--- src/rtl/reg_file_param.sv ---
// Parametrised register file: one byte-masked write port, two registered read ports with
// write-first forwarding, a sequenced clear sweep and an optional hardwired zero entry.
module reg_file_param #(
   parameter int unsigned DATA_W   = 8,
   parameter int unsigned ADDR_W   = 3,
   parameter bit          ZERO_REG = 1'b0
) (
   input  logic                CLK,
   input  logic                RESET,
   input  logic                i_wr_en,
   input  logic [ADDR_W-1:0]   i_wr_addr,
   input  logic [DATA_W-1:0]   i_wr_data,
   input  logic [DATA_W/8-1:0] i_wr_be,
   output logic                o_wr_accept,
   input  logic [ADDR_W-1:0]   i_rd0_addr,
   output logic [DATA_W-1:0]   o_rd0_data,
   input  logic [ADDR_W-1:0]   i_rd1_addr,
   output logic [DATA_W-1:0]   o_rd1_data,
   input  logic                i_clear,
   output logic                o_busy
);

   localparam int unsigned     DEPTH  = 1 << ADDR_W;
   localparam int unsigned     NBYTES = DATA_W / 8;
   localparam logic [ADDR_W:0] LAST   = (ADDR_W + 1)'(DEPTH - 1);

   typedef enum logic [0:0] {StIdle, StSweep} state_e;

   state_e            r_state, w_state_nxt;
   logic [ADDR_W:0]   r_cnt, w_cnt_nxt;
   logic [DATA_W-1:0] r_mem     [DEPTH];
   logic [DATA_W-1:0] w_mem_nxt [DEPTH];
   logic [DATA_W-1:0] w_wr_word;
   logic [DATA_W-1:0] r_rd0, r_rd1;
   logic              w_busy, w_accept;

   assign w_busy      = (r_state == StSweep);
   assign w_accept    = i_wr_en & ~w_busy;
   assign o_busy      = w_busy;
   assign o_wr_accept = w_accept;
   assign o_rd0_data  = r_rd0;
   assign o_rd1_data  = r_rd1;

   always_comb begin
      w_state_nxt = r_state;
      w_cnt_nxt   = r_cnt;
      unique case (r_state)
         StIdle: begin
            if (i_clear) begin
               w_state_nxt = StSweep;
               w_cnt_nxt   = '0;
            end
         end
         StSweep: begin
            w_cnt_nxt = r_cnt + (ADDR_W + 1)'(1);
            if (r_cnt == LAST) w_state_nxt = StIdle;
         end
         default: w_state_nxt = StIdle;
      endcase
   end

   always_comb begin
      w_wr_word = r_mem[i_wr_addr];
      for (int unsigned k = 0; k < NBYTES; k++) begin
         if (i_wr_be[k]) w_wr_word[8*k +: 8] = i_wr_data[8*k +: 8];
      end
   end

   // Reads sample this array, so writes and sweep zeroing forward to the read ports.
   always_comb begin
      for (int unsigned i = 0; i < DEPTH; i++) begin
         w_mem_nxt[i] = r_mem[i];
         if (w_accept && i_wr_addr == ADDR_W'(i)) w_mem_nxt[i] = w_wr_word;
         if (w_busy && r_cnt[ADDR_W-1:0] == ADDR_W'(i)) w_mem_nxt[i] = '0;
         if (ZERO_REG && i == 0) w_mem_nxt[i] = '0;
      end
   end

   always_ff @(posedge CLK) begin
      if (RESET) begin
         r_state <= StIdle;
         r_cnt   <= '0;
         r_rd0   <= '0;
         r_rd1   <= '0;
         for (int unsigned i = 0; i < DEPTH; i++) r_mem[i] <= '0;
      end else begin
         r_state <= w_state_nxt;
         r_cnt   <= w_cnt_nxt;
         r_rd0   <= w_mem_nxt[i_rd0_addr];
         r_rd1   <= w_mem_nxt[i_rd1_addr];
         for (int unsigned i = 0; i < DEPTH; i++) r_mem[i] <= w_mem_nxt[i];
      end
   end

endmodule

--- config.mk ---
export PLATFORM = sky130hd
export DESIGN_NAME = reg_file_param
export DESIGN_NICKNAME = d
export VERILOG_FILES = /design/src/rtl/reg_file_param.sv
export SDC_FILE = /design/constraint.sdc
export NUM_CORES = 1
export LEC_CHECK = 0
export CORE_MARGIN = 3
export CORE_UTILIZATION = 50
export DETAILED_ROUTE_END_ITERATION = 16
export PLACE_DENSITY = 0.79
export SLEW_MARGIN = 20
export SYNTH_ARGS = -nofsm -noshare
export SYNTH_HDL_FRONTEND = slang
export SYNTH_SLANG_ARGS = --single-unit
--- constraint.sdc ---
create_clock -name CLK -period 4.23 [get_ports CLK]
set_input_delay 0.846 -clock CLK [delete_from_list [all_inputs] [get_ports CLK]]
set_output_delay 0.846 -clock CLK [all_outputs]
set_load 0.02 [all_outputs]
**Word-level counts from Yosys, hierarchy flattened**

Memories as Yosys holds them, arrays and structs flattened.
Cells that the tools add are included.

- Bitwise operators: 12
- Equality and inequality tests: 16
- Multipliers: 0
- Magnitude comparators: 2
- Multiplexer cells: 39
- Shift-type cells: 0
- Add/sub/neg operators: 1
- Divide/modulo/power cells: 0
- Reductions and logical operators: 18

Operators with widths:

| cell | count |
|---|---|
| $mux 8 | 29 |
| $bmux 8 s3 | 2 |
| $eq 3x3->1 const B | 8 |
| $logic_and 1x1->1 | 16 |
| $eq 3x2->1 const B | 4 |
| $ge 4x4->1 const B | 2 |
| $not 3->4 | 2 |
| $or 1x1->1 | 8 |
| $pmux 4 s2 | 1 |
| $eq 3x1->1 const B | 2 |
| $logic_not 3->1 | 2 |
| $mux 1 | 5 |
| $add 4x1->4 const B | 1 |
| $eq 4x3->1 const B | 1 |
| $mux 4 | 1 |
| $ne 2x2->1 const B | 1 |
| $pmux 1 s2 | 1 |
| $and 1x1->1 | 1 |
| $not 1->1 | 1 |

- Output and inout port bits: 18
- Input bits: 22
- Latch bits: 0
- Word-level logic and storage cells: 93
- Bits in writable memories: 64
- Memories: 1
- ROM bits: 0
- Register bits after elaboration: 21

Memories:

| memory | depth | bits a word | rd ports | clocked after memory_dff | write ports | line | text |
|---|---|---|---|---|---|---|---|
| r_mem | 8 | 8 | 9 | 0 | 8 | 31 | `logic [DATA_W-1:0] r_mem [DEPTH];` |

**Longest topological paths before layout**

- Depth in word-level cells: 8
- Mapped depth: 9
- Mapped depth without buffers: 8

**Worst setup path before layout**

Ideal clock, no wire load.

- Path type: input -> register
- Start point: in i_wr_addr[2]
- End point: reg r_rd0[7], in the netlist o_rd0_data[7]
- Arrival: 2.781 ns
- Path slack: 1.329 ns
- Cell stages on the path: 8
- Cells stage by stage: buf_6 or3b_1 buf_6 nor2_8 mux2_4 o2bb2ai_1 or4b_1 a211o_1

- Cells in the longest elaborated chain, start to end: 7
- Elaborated cells on any way between the ends: 37

Ends and longest elaborated chain:

| element | line | text |
|---|---|---|
| from (decl) | 11 | `input logic [ADDR_W-1:0] i_wr_addr,` |
| $mem_v2 8x8, or another cell as far along | n/a |  |
| $mux 8 or $logic_and 1x1->1 (tied branches) | 65, 73 |  |
| $mux 8 | 73 | `if (w_accept && i_wr_addr == ADDR_W'(i)) w_mem_nxt[i] = w_wr_word;` |
| $mux 8 | 74 | `if (w_busy && r_cnt[ADDR_W-1:0] == ADDR_W'(i)) w_mem_nxt[i] = '0;` |
| $bmux 8 s3 (*) | 89 | `r_rd0 <= w_mem_nxt[i_rd0_addr];` |
| $mux 8 (implied by the code) (*) (2 in a row) | 89 |  |
| to (signal assigned) | 89 |  |
| to (decl) | 34 | `logic [DATA_W-1:0] r_rd0, r_rd1;` |

Every way passes the cells marked *; elsewhere a longest branch is shown, timed or not. The select of a mux whose other input is x is not followed.
A chain may end at the register's enable or synchronous reset.

**Worst setup path in the final report**

- Start point: in i_wr_addr[0]
- End point: reg r_rd1[6], in the netlist o_rd1_data[6]

- Cells in the longest elaborated chain, start to end: 7
- Elaborated cells on any way between the ends: 37

Ends and longest elaborated chain:

| element | line | text |
|---|---|---|
| $mem_v2 8x8, or another cell as far along | n/a |  |
| $mux 8 or $logic_and 1x1->1 (tied branches) | 65, 73 |  |
| $mux 8 | 73 |  |
| $mux 8 | 74 |  |
| $bmux 8 s3 (*) | 90 | `r_rd1 <= w_mem_nxt[i_rd1_addr];` |
| $mux 8 (implied by the code) (*) (2 in a row) | 90 |  |
| to (signal assigned) | 90 |  |
| to (decl) | 34 |  |

Marks and branches as above.

==> flow_metrics.env <==
export IMPL_grt_util_met2_pct=60.7
export IMPL_area_growth_pct=15.9
export IMPL_start_util_pct=52.6
export IMPL_dp_slack_ns=0.320
export IMPL_syn_avg_cell_area_um2=7.58
export IMPL_cts_sinks=85
export IMPL_end_kind="flip-flop"
export IMPL_grt_pass1_wl_um=42700
export IMPL_path_clk_slew_ns=0.07
export IMPL_diodes=0
export IMPL_async_flop_share_pct=0
export IMPL_ys_seq_area_share_pct=29.1
export IMPL_fin_crit_sh_pct=86.5
export IMPL_cts_buffers=9
export IMPL_fp_dieW_um=114
export IMPL_holdWs_ns=0.475
export IMPL_drtAntennaViolNets=0
export IMPL_die_y_um=114
export IMPL_yosysWarningCount=0
export IMPL_die_area_um2=13000
export IMPL_maxSlewHeadroom_pct=45.8
export IMPL_busiest_layer="met2"
export IMPL_antenna_found_initial=1
export IMPL_tns_ns=0
export IMPL_port_buffers=39
export IMPL_first_pass_iters=9
export IMPL_drv_slew=0
export IMPL_grt_pass1_vias=6779
export IMPL_crit_path_start_kind="input pin"
export IMPL_ctsHoldBuffers=0
export IMPL_cts_root_buffer="clkbuf_16"
export IMPL_maxCapViolCount=0
export IMPL_drc_errors=0
export IMPL_place_hpwl_um=21200
export IMPL_finalWorstSetupSlack_ns=0.571
export IMPL_gp_congestion=1.20
export IMPL_min_period_ns=3.66
export IMPL_status="finished, final reports clean"
export IMPL_synth_cell_types=87
export IMPL_syn_area_um2=5860
export IMPL_synth_cells=772
export IMPL_fin_skew_ns=0.0115
export IMPL_syn_num_nets=800
export IMPL_path_class="in2reg"
export IMPL_viasPerCell=7.52
export IMPL_synth_edf_count=0
export IMPL_synth_seq_cells=85
export IMPL_cp_arrival_ns=3.91
export IMPL_cts_resized=0
export IMPL_core_um2=11100
export IMPL_powerDensity_nw_per_um2=310
export IMPL_finalHoldViolations=0
export IMPL_ioPinCount=40
export IMPL_finalNetCount=840
export IMPL_min_path_type="reg2reg"
export IMPL_tightest_slew_ns=0.812
export IMPL_path_max_fanout=19
export IMPL_cts_setup_buffers=0
export IMPL_fmax_mhz=273
export IMPL_grt_usage_pct=44.5
export IMPL_rsz0062_at_grt="false"
export IMPL_clockBufferDepth=2
export IMPL_clkLatencyLatePin_ns=0.37
export IMPL_num_rows=38
export IMPL_required_ns=4.48
export IMPL_cts_max_level=3
export IMPL_drive_gt1_share_pct=10.0
export IMPL_vdd_drop_max_mv=0.336
export IMPL_synthFlopType="dfxtp_1"
export IMPL_drt_iter0_drc=1384
export IMPL_finish_utilization_pct=61.0
export IMPL_grt_overflow_total=0
export IMPL_drt_wl_total_um=29100
export IMPL_num_fill_cells=1031
export IMPL_finalSetupViolCount=0
export IMPL_p_leak_nw=2.41
export IMPL_gr_usage_met1_pct=56.2
export IMPL_tritoncts="done"
export IMPL_grt_max_degree=37
export IMPL_total_power_mw=2.11
export IMPL_vias=7195
export IMPL_wire_per_inst_um=30.4
export IMPL_use_met3_pct=20.7
-- registers in the layout, summed over array words and instances (netlist names) --
signal      flops
r_mem          64
o_rd0_data      8
o_rd1_data      8
r_cnt           4
o_busy          1
-- report_power, final --
group	switching (mW)	total, mW	internal [mW]
clock	0.367	0.900	0.533
sequential	0.0159	0.835	0.819
combinational	0.256	0.371	0.115
total	0.639	2.11	1.47
-- synthesized netlist by cell type, drive strengths merged (21+ instances only) --
library cell,number,area (um^2)
buf,23,151
nand2,76,288
dfxtp,85,1700
nor3,33,165
o21ai,38,194
o22ai,27,175
nor2b,21,131
a21oi,60,300
mux2i,30,300
nand3,41,205
nor2,93,378
clkbuf,26,97.6
-- layer usage --
metal  wire [um]  part of all wire [%]  vias to the layer above
met2       11200                    39                      713
li1            -                     -                     2985
met5          34                  0.12                        -
met1       10600                    36                     3285
met4        2490                   8.5                        4
met3        4760                    16                      208
-- final timing paths --
kind | startpoint | endpoint | slack, ns | depth (start not counted)
worst min-delay path | r_mem[0][3] | r_mem[0][3] | 0.48 | 2
worst max register to register | o_busy | o_rd1_data[6] | 1.26 | 5
worst max-delay path | i_wr_addr[0] | o_rd1_data[6] | 0.57 | 7
worst min register to register | r_mem[0][3] | r_mem[0][3] | 0.48 | 2
-- worst max-delay path, stage by stage --
cell,delay [ns]
clkdlybuf4s50_1,0.45
buf_4,0.27
nor2b_1,0.70
nand2_1,0.52
a31oi_1,0.42
o221ai_1,0.15
or4_1,0.53
-- cells in the final DEF (no fill, tap or decap), types with 4 or more instances in the layout --
cell             netlist  routed
nor2b_1               21      21
nand4_1                7       7
nand3_1               41      41
nor3b_1                5       5
ha_1                   6       6
o21ai_0               23      23
buf_4                  3      39
mux2_2                 6       6
dfxtp_1               85      85
nor4_1                11      11
clkdlybuf4s50_1        0      38
nand2_1               75      75
and2_1                16      16
o221ai_1               8       8
inv_1                  9       9
mux2i_1               30      30
nor3_1                33      33
a211oi_1              18      18
or3_1                  6       6
clkbuf_16              0       9
nor2_1                89      89
o211ai_1               5       5
a21oi_1               60      60
and3_1                 6       6
a22oi_1               13      13
nand2b_1              11      11
a221oi_1               6       6
o21ai_1               14      14
a21o_1                 4       4
o22ai_1               26      26
a31oi_1                7       7
-- stage by stage --
step           instances  area, um^2
5_1_grt              957        6790
6_report             957        6790
3_5_place_dp         941        6460
2_1_floorplan        772        5860
3_3_place_gp         941        6460
4_1_cts              957        6790
-- cell families (layout without fill, tap and decap cells) --
| group | count (synthesis) | after routing | share of synthesized area (%) |
|---|---|---|---|
| flops | 85 | 85 | 29.1 |
| simple gates | 349 | 349 | 30.4 |
| mux | 41 | 41 | 7.50 |
| buf+inv | 59 | 104 | 4.89 |
| fa+ha+maj | 6 | 6 | 1.28 |
| compound gates | 232 | 232 | 26.8 |
-- cell type report --
class	instances	area, um^2	area share [%]
Clock inverter	6	86.3	1.27
Timing Repair Buffer	78	678	9.99
Inverter	10	37.5	0.553
Multi-Input combinational cell	628	3870	57.0
Clock buffer	10	239	3.52
Tap cell	140	175	2.58
Sequential cell	85	1700	25.1
(Power assumes the default switching activity.)
